## config.mk

```make
export PLATFORM = sky130hd
export DESIGN_NAME = mem_line_loader
export DESIGN_NICKNAME = d
export VERILOG_FILES = /design/src/rtl/mem_line_loader_pkg.sv /design/src/rtl/mem_line_pack.sv /design/src/rtl/mem_line_loader.sv
export SDC_FILE = /design/constraint.sdc
export NUM_CORES = 1
export LEC_CHECK = 0
export BUFFER_PORTS_ARGS = -buffer_cell sky130_fd_sc_hd__buf_4
export CAP_MARGIN = 20
export CORE_MARGIN = 8
export CORE_UTILIZATION = 30
export DETAILED_ROUTE_END_ITERATION = 8
export PLACE_DENSITY = 0.46
export SLEW_MARGIN = 20
export SYNTH_ARGS = -nofsm -noshare
export SYNTH_HDL_FRONTEND = slang
export SYNTH_HIERARCHICAL = 1
export SYNTH_SLANG_ARGS = --single-unit
```

## constraint.sdc

```tcl
create_clock -name i_clk -period 5.9 [get_ports i_clk]
set_clock_uncertainty 0.2 [all_clocks]
set_input_delay 0.295 -clock i_clk [delete_from_list [all_inputs] [get_ports i_clk]]
set_output_delay 0.295 -clock i_clk [all_outputs]
set_load 0.02 [all_outputs]
```

## src/rtl/mem_line_loader_pkg.sv

```systemverilog
// Shared types and helpers for mem_line_loader: FSM state encoding, line geometry
// functions and the word-insert helper used by the line packer.
package mem_line_loader_pkg;

  typedef enum logic [1:0] {
    ST_IDLE       = 2'd0,
    ST_FILL       = 2'd1,
    ST_FLUSH      = 2'd2,
    ST_FLUSH_LOAD = 2'd3
  } state_t;

  localparam int MAX_LINE_WIDTH = 256;

  // Byte-offset bits within one line.
  function automatic int calc_lb(input int line_width);
    return $clog2(line_width / 8);
  endfunction

  function automatic int calc_words(input int line_width);
    return line_width / 32;
  endfunction

  // Replaces 32-bit word idx of a line (held at the widest supported size).
  function automatic logic [MAX_LINE_WIDTH-1:0] insert_word(
    input int                        idx,
    input logic [MAX_LINE_WIDTH-1:0] line,
    input logic [31:0]               word
  );
    logic [MAX_LINE_WIDTH-1:0] w_res;
    w_res = line;
    w_res[idx*32 +: 32] = word;
    return w_res;
  endfunction

endpackage

```

## src/rtl/mem_line_pack.sv

```systemverilog
// Combinational merge of one 32-bit word and its four byte enables into a line buffer.
module mem_line_pack
  import mem_line_loader_pkg::*;
#(
  parameter int LINE_WIDTH = 128
) (
  input  logic [LINE_WIDTH-1:0]   i_line,
  input  logic [LINE_WIDTH/8-1:0] i_be,
  input  logic [2:0]              i_idx,
  input  logic [31:0]             i_word,
  output logic [LINE_WIDTH-1:0]   o_line,
  output logic [LINE_WIDTH/8-1:0] o_be
);

  localparam int BE_W = LINE_WIDTH / 8;
  localparam logic [BE_W-1:0] BE_NIB = BE_W'(4'hF);

  assign o_line = LINE_WIDTH'(insert_word(int'(i_idx), MAX_LINE_WIDTH'(i_line), i_word));
  assign o_be   = i_be | (BE_NIB << {i_idx, 2'b00});

endmodule

```

## src/rtl/mem_line_loader.sv

```systemverilog
// Coalesces (byte address, word) records into byte-enabled line writes.
// Optional statistics counters are built when MEM_LINE_LOADER_STATS_EN is defined.
//
// state         | meaning
// ST_IDLE       | buffer empty, no write outstanding
// ST_FILL       | buffer holds a partial line, accepting records
// ST_FLUSH      | line write presented, waiting for i_wr_ready
// ST_FLUSH_LOAD | line write presented, a different-line record is held pending
module mem_line_loader
  import mem_line_loader_pkg::*;
#(
  parameter int                    LINE_WIDTH = 128,
  parameter int                    ADDR_WIDTH = 32,
  parameter logic [ADDR_WIDTH-1:0] WIN_LO     = '0,
  parameter logic [ADDR_WIDTH-1:0] WIN_HI     = '1
) (
  input  logic                                        i_clk,
  input  logic                                        i_rst,
  input  logic                                        i_rec_valid,
  output logic                                        o_rec_ready,
  input  logic [ADDR_WIDTH-1:0]                       i_rec_addr,
  input  logic [31:0]                                 i_rec_data,
  input  logic                                        i_flush,
  output logic                                        o_wr_valid,
  input  logic                                        i_wr_ready,
  output logic [ADDR_WIDTH-calc_lb(LINE_WIDTH)-1:0]   o_wr_addr,
  output logic [LINE_WIDTH-1:0]                       o_wr_data,
  output logic [LINE_WIDTH/8-1:0]                     o_wr_be,
  output logic                                        o_idle,
  output logic                                        o_err
`ifdef MEM_LINE_LOADER_STATS_EN
  ,
  output logic [31:0]                                 o_rec_count,
  output logic [15:0]                                 o_drop_count,
  output logic [31:0]                                 o_line_count
`endif
);

  localparam int LB   = calc_lb(LINE_WIDTH);
  localparam int BE_W = LINE_WIDTH / 8;
  localparam int LA_W = ADDR_WIDTH - LB;
  localparam logic [2:0] IDX_MASK = 3'(calc_words(LINE_WIDTH) - 1);

  function automatic logic addr_le(input logic [ADDR_WIDTH-1:0] a, input logic [ADDR_WIDTH-1:0] b);
    return a <= b;
  endfunction

  state_t                r_state, w_state_nxt;
  logic [LA_W-1:0]       r_line_addr, r_pend_addr;
  logic [LINE_WIDTH-1:0] r_data;
  logic [BE_W-1:0]       r_be;
  logic [2:0]            r_pend_idx;
  logic [31:0]           r_pend_data;
  logic                  r_flush_pend;
  logic                  r_err;

  logic                  w_acc, w_ok, w_good, w_drop, w_same_line, w_wr_fire;
  logic [LA_W-1:0]       w_rec_line, w_load_addr;
  logic [2:0]            w_rec_idx, w_pk_idx;
  logic [LINE_WIDTH-1:0] w_pk_line_in, w_pk_line;
  logic [BE_W-1:0]       w_pk_be_in, w_pk_be;
  logic [31:0]           w_pk_word;
  logic                  w_pk_full;
  logic                  w_buf_load, w_pend_store;

  assign o_rec_ready = !i_rst && (r_state == ST_IDLE || r_state == ST_FILL);
  assign o_wr_valid  = (r_state == ST_FLUSH) || (r_state == ST_FLUSH_LOAD);
  assign o_wr_addr   = r_line_addr;
  assign o_wr_data   = r_data;
  assign o_wr_be     = r_be;
  assign o_idle      = (r_state == ST_IDLE);
  assign o_err       = r_err;

  assign w_acc       = i_rec_valid && o_rec_ready;
  assign w_ok        = (i_rec_addr[1:0] == 2'b00) && addr_le(WIN_LO, i_rec_addr)
                       && addr_le(i_rec_addr, WIN_HI);
  assign w_good      = w_acc && w_ok;
  assign w_drop      = w_acc && !w_ok;
  assign w_rec_line  = i_rec_addr[ADDR_WIDTH-1:LB];
  assign w_rec_idx   = i_rec_addr[4:2] & IDX_MASK;
  assign w_same_line = (w_rec_line == r_line_addr);
  assign w_wr_fire   = o_wr_valid && i_wr_ready;

  // Only FILL merges into the live buffer; IDLE and FLUSH_LOAD start a fresh line.
  assign w_pk_line_in = (r_state == ST_FILL) ? r_data : '0;
  assign w_pk_be_in   = (r_state == ST_FILL) ? r_be : '0;
  assign w_pk_idx     = (r_state == ST_FLUSH_LOAD) ? r_pend_idx : w_rec_idx;
  assign w_pk_word    = (r_state == ST_FLUSH_LOAD) ? r_pend_data : i_rec_data;
  assign w_load_addr  = (r_state == ST_FLUSH_LOAD) ? r_pend_addr : w_rec_line;
  assign w_pk_full    = &w_pk_be;

  mem_line_pack #(.LINE_WIDTH(LINE_WIDTH)) u_pack (
    .i_line (w_pk_line_in),
    .i_be   (w_pk_be_in),
    .i_idx  (w_pk_idx),
    .i_word (w_pk_word),
    .o_line (w_pk_line),
    .o_be   (w_pk_be)
  );

  always_ff @(posedge i_clk) begin
    if (i_rst) r_state <= ST_IDLE;
    else       r_state <= w_state_nxt;
  end

  always_comb begin
    w_state_nxt  = r_state;
    w_buf_load   = 1'b0;
    w_pend_store = 1'b0;
    case (r_state)
      ST_IDLE: begin
        if (w_good) begin
          w_buf_load  = 1'b1;
          w_state_nxt = w_pk_full ? ST_FLUSH : ST_FILL;
        end
      end
      ST_FILL: begin
        if (w_good && w_same_line) begin
          w_buf_load = 1'b1;
          if (w_pk_full || i_flush) w_state_nxt = ST_FLUSH;
        end else if (w_good) begin
          w_pend_store = 1'b1;
          w_state_nxt  = ST_FLUSH_LOAD;
        end else if (i_flush) begin
          w_state_nxt = ST_FLUSH;
        end
      end
      ST_FLUSH: begin
        if (i_wr_ready) w_state_nxt = ST_IDLE;
      end
      ST_FLUSH_LOAD: begin
        if (i_wr_ready) begin
          w_buf_load  = 1'b1;
          w_state_nxt = (r_flush_pend || w_pk_full) ? ST_FLUSH : ST_FILL;
        end
      end
      default: w_state_nxt = ST_IDLE;
    endcase
  end

  always_ff @(posedge i_clk) begin
    if (i_rst) begin
      r_data       <= '0;
      r_be         <= '0;
      r_line_addr  <= '0;
      r_pend_addr  <= '0;
      r_pend_idx   <= '0;
      r_pend_data  <= '0;
      r_flush_pend <= 1'b0;
      r_err        <= 1'b0;
    end else begin
      if (w_buf_load) begin
        r_data      <= w_pk_line;
        r_be        <= w_pk_be;
        r_line_addr <= w_load_addr;
      end
      if (w_pend_store) begin
        r_pend_addr  <= w_rec_line;
        r_pend_idx   <= w_rec_idx;
        r_pend_data  <= i_rec_data;
        r_flush_pend <= i_flush;
      end else if (r_state == ST_FLUSH_LOAD && i_wr_ready) begin
        r_flush_pend <= 1'b0;
      end
      if (w_drop) r_err <= 1'b1;
    end
  end

`ifdef MEM_LINE_LOADER_STATS_EN
  logic [31:0] r_rec_count;
  logic [15:0] r_drop_count;
  logic [31:0] r_line_count;

  // All counters hold at all-ones rather than wrapping.
  always_ff @(posedge i_clk) begin
    if (i_rst) begin
      r_rec_count  <= '0;
      r_drop_count <= '0;
      r_line_count <= '0;
    end else begin
      if (w_acc && r_rec_count != '1)      r_rec_count  <= r_rec_count + 32'd1;
      if (w_drop && r_drop_count != '1)    r_drop_count <= r_drop_count + 16'd1;
      if (w_wr_fire && r_line_count != '1) r_line_count <= r_line_count + 32'd1;
    end
  end

  assign o_rec_count  = r_rec_count;
  assign o_drop_count = r_drop_count;
  assign o_line_count = r_line_count;
`endif

endmodule
```

==> flow_metrics.env <==
export IMPL_synth_area_um2=13200
export IMPL_syn_to_final_growth_pct=27.13
export IMPL_crit_type="flip-flop to flip-flop"
export IMPL_dieArea_um2=50950
export IMPL_endpoint_kind="flip-flop"
export IMPL_fp_row_count=77
export IMPL_setup_viol=0
export IMPL_crit_top_cell="ha_1"
export IMPL_synth_area_leaders="dfxtp_1 36%, o21ai_0 8.3%, and2_1 6.9%"
export IMPL_maxSlewViolCount=0
export IMPL_clock_latency_ns=0.56
export IMPL_final_nets=1962
export IMPL_gp_congestion=0.7604
export IMPL_grt_max_degree=132
export IMPL_p_per_area_nw_per_um2=230.2
export IMPL_drt_iter0_drc=1061
export IMPL_yosys_area_top_type="dfxtp_1"
export IMPL_fill_cells=4541
export IMPL_grt_ovfl_total=0
export IMPL_syn_num_nets=1767
export IMPL_drtPass1Iterations=5
export IMPL_hold_viol_final=0
export IMPL_io_pins=245
export IMPL_cp_slowest_cell="mux2_2"
export IMPL_ys_types=43
export IMPL_power_leakage_nw=6.148
export IMPL_pre_cts_slack_ns=2.035
export IMPL_fin_area_um2=16770
export IMPL_placed_area_um2=15150
export IMPL_cts_root_buf="clkbuf_16"
export IMPL_wl_per_cell_um=20.48
export IMPL_startpoint="r_state[1]"
export IMPL_maxCapViolations=0
export IMPL_crit_family="multiplexers"
export IMPL_clock_tree_buffer_depth=3
export IMPL_synth_cells=1692
export IMPL_worstMarginPinSlew_ns=1.017
export IMPL_clk_pin_slew_worst_paths_ns=0.06
export IMPL_drc=0
export IMPL_yosysTopAreaCellShare=0.3611
export IMPL_drt_wl_total_mm=51.21
export IMPL_fin_setup_tns_ns=0
export IMPL_antenna_cells=0
export IMPL_hold_class="input pin to flip-flop"
export IMPL_fmax_mhz=260.7
export IMPL_min_from="i_rst"
export IMPL_post_route_period_util=0.6502
export IMPL_cts_buffers=30
export IMPL_crit_buf_inv=2
export IMPL_rsz0062_at_grt="no"
export IMPL_cts_repair_resized=0
export IMPL_grt_antenna_before_repair=0
export IMPL_fin_crit_ns=3.836
export IMPL_clkSinkCount=238
export IMPL_syn_avg_cell_area_um2=7.799
export IMPL_cts_max_level=1
export IMPL_r2r_start="r_state[1]"
export IMPL_crit_chain="nand2_2 -> mux2_2 -> inv_1 -> ha_1 -> ha_1 -> nor2_1 -> nand3_2 -> buf_4 -> mux2_4 -> o21ai_0 -> a21oi_1"
export IMPL_ys_seq_area_frac=0.3611
export IMPL_dpl_hpwl_mm=31.58
export IMPL_die_h_um=225.7
export IMPL_start_kind="flip-flop"
export IMPL_grt_pass1_vias=12170
export IMPL_required_ns=6.09
export IMPL_numPortBuffers=244
export IMPL_coreArea_um2=43840
export IMPL_ys_seq_elements=238
export IMPL_fin_ws_ns=2.064
export IMPL_cts_tree="yes"
export IMPL_synth_warnings=6
export IMPL_vias=12740
export IMPL_utilization=0.3827
export IMPL_slowest_delay_ns=0.54
export IMPL_outcome="complete, no violations"
export IMPL_cp_data_arrival_time_ns=4.03
export IMPL_ir_drop_mv=0.2295
export IMPL_vias_per_cell=5.098
export IMPL_start_util=0.3010
export IMPL_path_max_fanout=20
export IMPL_dieWidth_um=225.7
export IMPL_antenna_left=0
export IMPL_relSlewSlack=0.3218
export IMPL_grt_use_total=0.1910
export IMPL_grt_pass1_wl_mm=77.44
export IMPL_final_layout_size_suffix_gt1_frac=0.2149
path summary, 6_finish.rpt:
| kind | endpoint | slack (ns) | depth (start not counted) |
|---|---|---|---|
| min | r_pend_addr[2] | 0.06 | 2 |
| max reg2reg | o_wr_data[2] | 2.06 | 11 |
| min reg2reg | o_err | 0.27 | 2 |
| max | o_wr_data[2] | 2.06 | 11 |
where the power goes:
part / switching (mW) / total (mW) / internal, mW
Clock: 0.747 / 1.81 / 1.07
Sequential: 0.0121 / 1.63 / 1.62
Combinational: 0.272 / 0.416 / 0.144
area by class of cell:
type,instances,area (um^2),area share
tap,592,740.7,0.04416
timing repair buffer,333,2696,0.1607
sequential,238,4765,0.2840
clock buffer,47,925.9,0.05520
inverter,5,18.77,0.001119
clock inverter,6,33.78,0.002014
multi-input combinational,1279,7595,0.4527
through the flow:
step / std cells / hold slack [ns] / total power, mW
detailed placement: 2381 / 0.2444 / 2.048
CTS: 2500 / 0.07420 / 3.915
finish: 2500 / 0.06335 / 3.861
floorplan: 1692 / 0.2310 / 1.892
global placement: 2381 / 0.2440 / 2.044
global route: 2500 / 0.08538 / 4.000
what timing repair did:
| action | 4_1_cts | 5_1_grt |
|---|---|---|
| endpoints found under the hold margin | 94 | 0 |
| hold buffers | 66 | 0 |
| buffers inserted | 0 | 0 |
cell usage in the layout, fill, tap and decap left out, types with 2 or more instances in the layout:
cell type,n
dfxtp_1,238
or2_2,4
o21ai_1,24
a311oi_2,10
buf_4,264
nand2b_1,12
and2_1,145
a311oi_1,18
o311ai_4,3
nor3_2,2
dlygate4sd3_1,66
nand3b_1,5
o21ai_0,218
clkbuf_1,7
clkinv_2,5
nor3_1,30
nor2_1,71
inv_1,5
a21oi_1,149
mux2_2,36
mux2_4,30
ha_1,6
buf_12,2
clkbuf_8,10
clkbuf_16,31
nand2_2,2
mux2i_1,62
nand4_1,11
nand2_1,222
nand3_1,173
xnor2_1,28
routing by layer:
layer | GRT usage | part of all wire
met1 | 0.2727 | 0.47
met2 | 0.2976 | 0.46
met3 | 0.02727 | 0.047
met4 | 0.04969 | 0.023
met5 | 0 | 0
synth_stat cells (all sizes together):
library cell	n
nor3b	1
buf	82
o311ai	3
or2	4
a21boi	1
a211oi	1
clkbuf	88
mux2i	62
inv	5
conb	1
nand3b	5
dfxtp	238
o21ai	243
a31oi	1
and3	2
nor2	72
a21oi	149
nor4	2
ha	6
mux2	66
xnor2	28
and2	145
o21a	2
nor3	32
nand2	224
nand2b	12
nand3	175
a221oi	1
nand4	11
nor2b	2
a311oi	28
sequential cells by signal, indices dropped and copies added, names as in the netlist:
signal and cells:
o_err 1, o_wr_addr 28, o_wr_be 16, o_wr_data 128
r_flush_pend 1, r_pend_addr 28, r_pend_data 32, r_pend_idx 2
r_state 2
cells by family after synthesis:
| group | synth area share |
|---|---|
| buffers and inverters | 0.06808 |
| AOI/OAI and AO/OA | 0.1817 |
| and+or+nand+nor | 0.2527 |
| DFF | 0.3611 |
| adders and majority gates | 0.005689 |
| muxes | 0.1119 |
| xor gates and xnor gates | 0.01859 |
| other | 0.0002842 |
No activity file was read; power rests on OpenSTA's default activity.
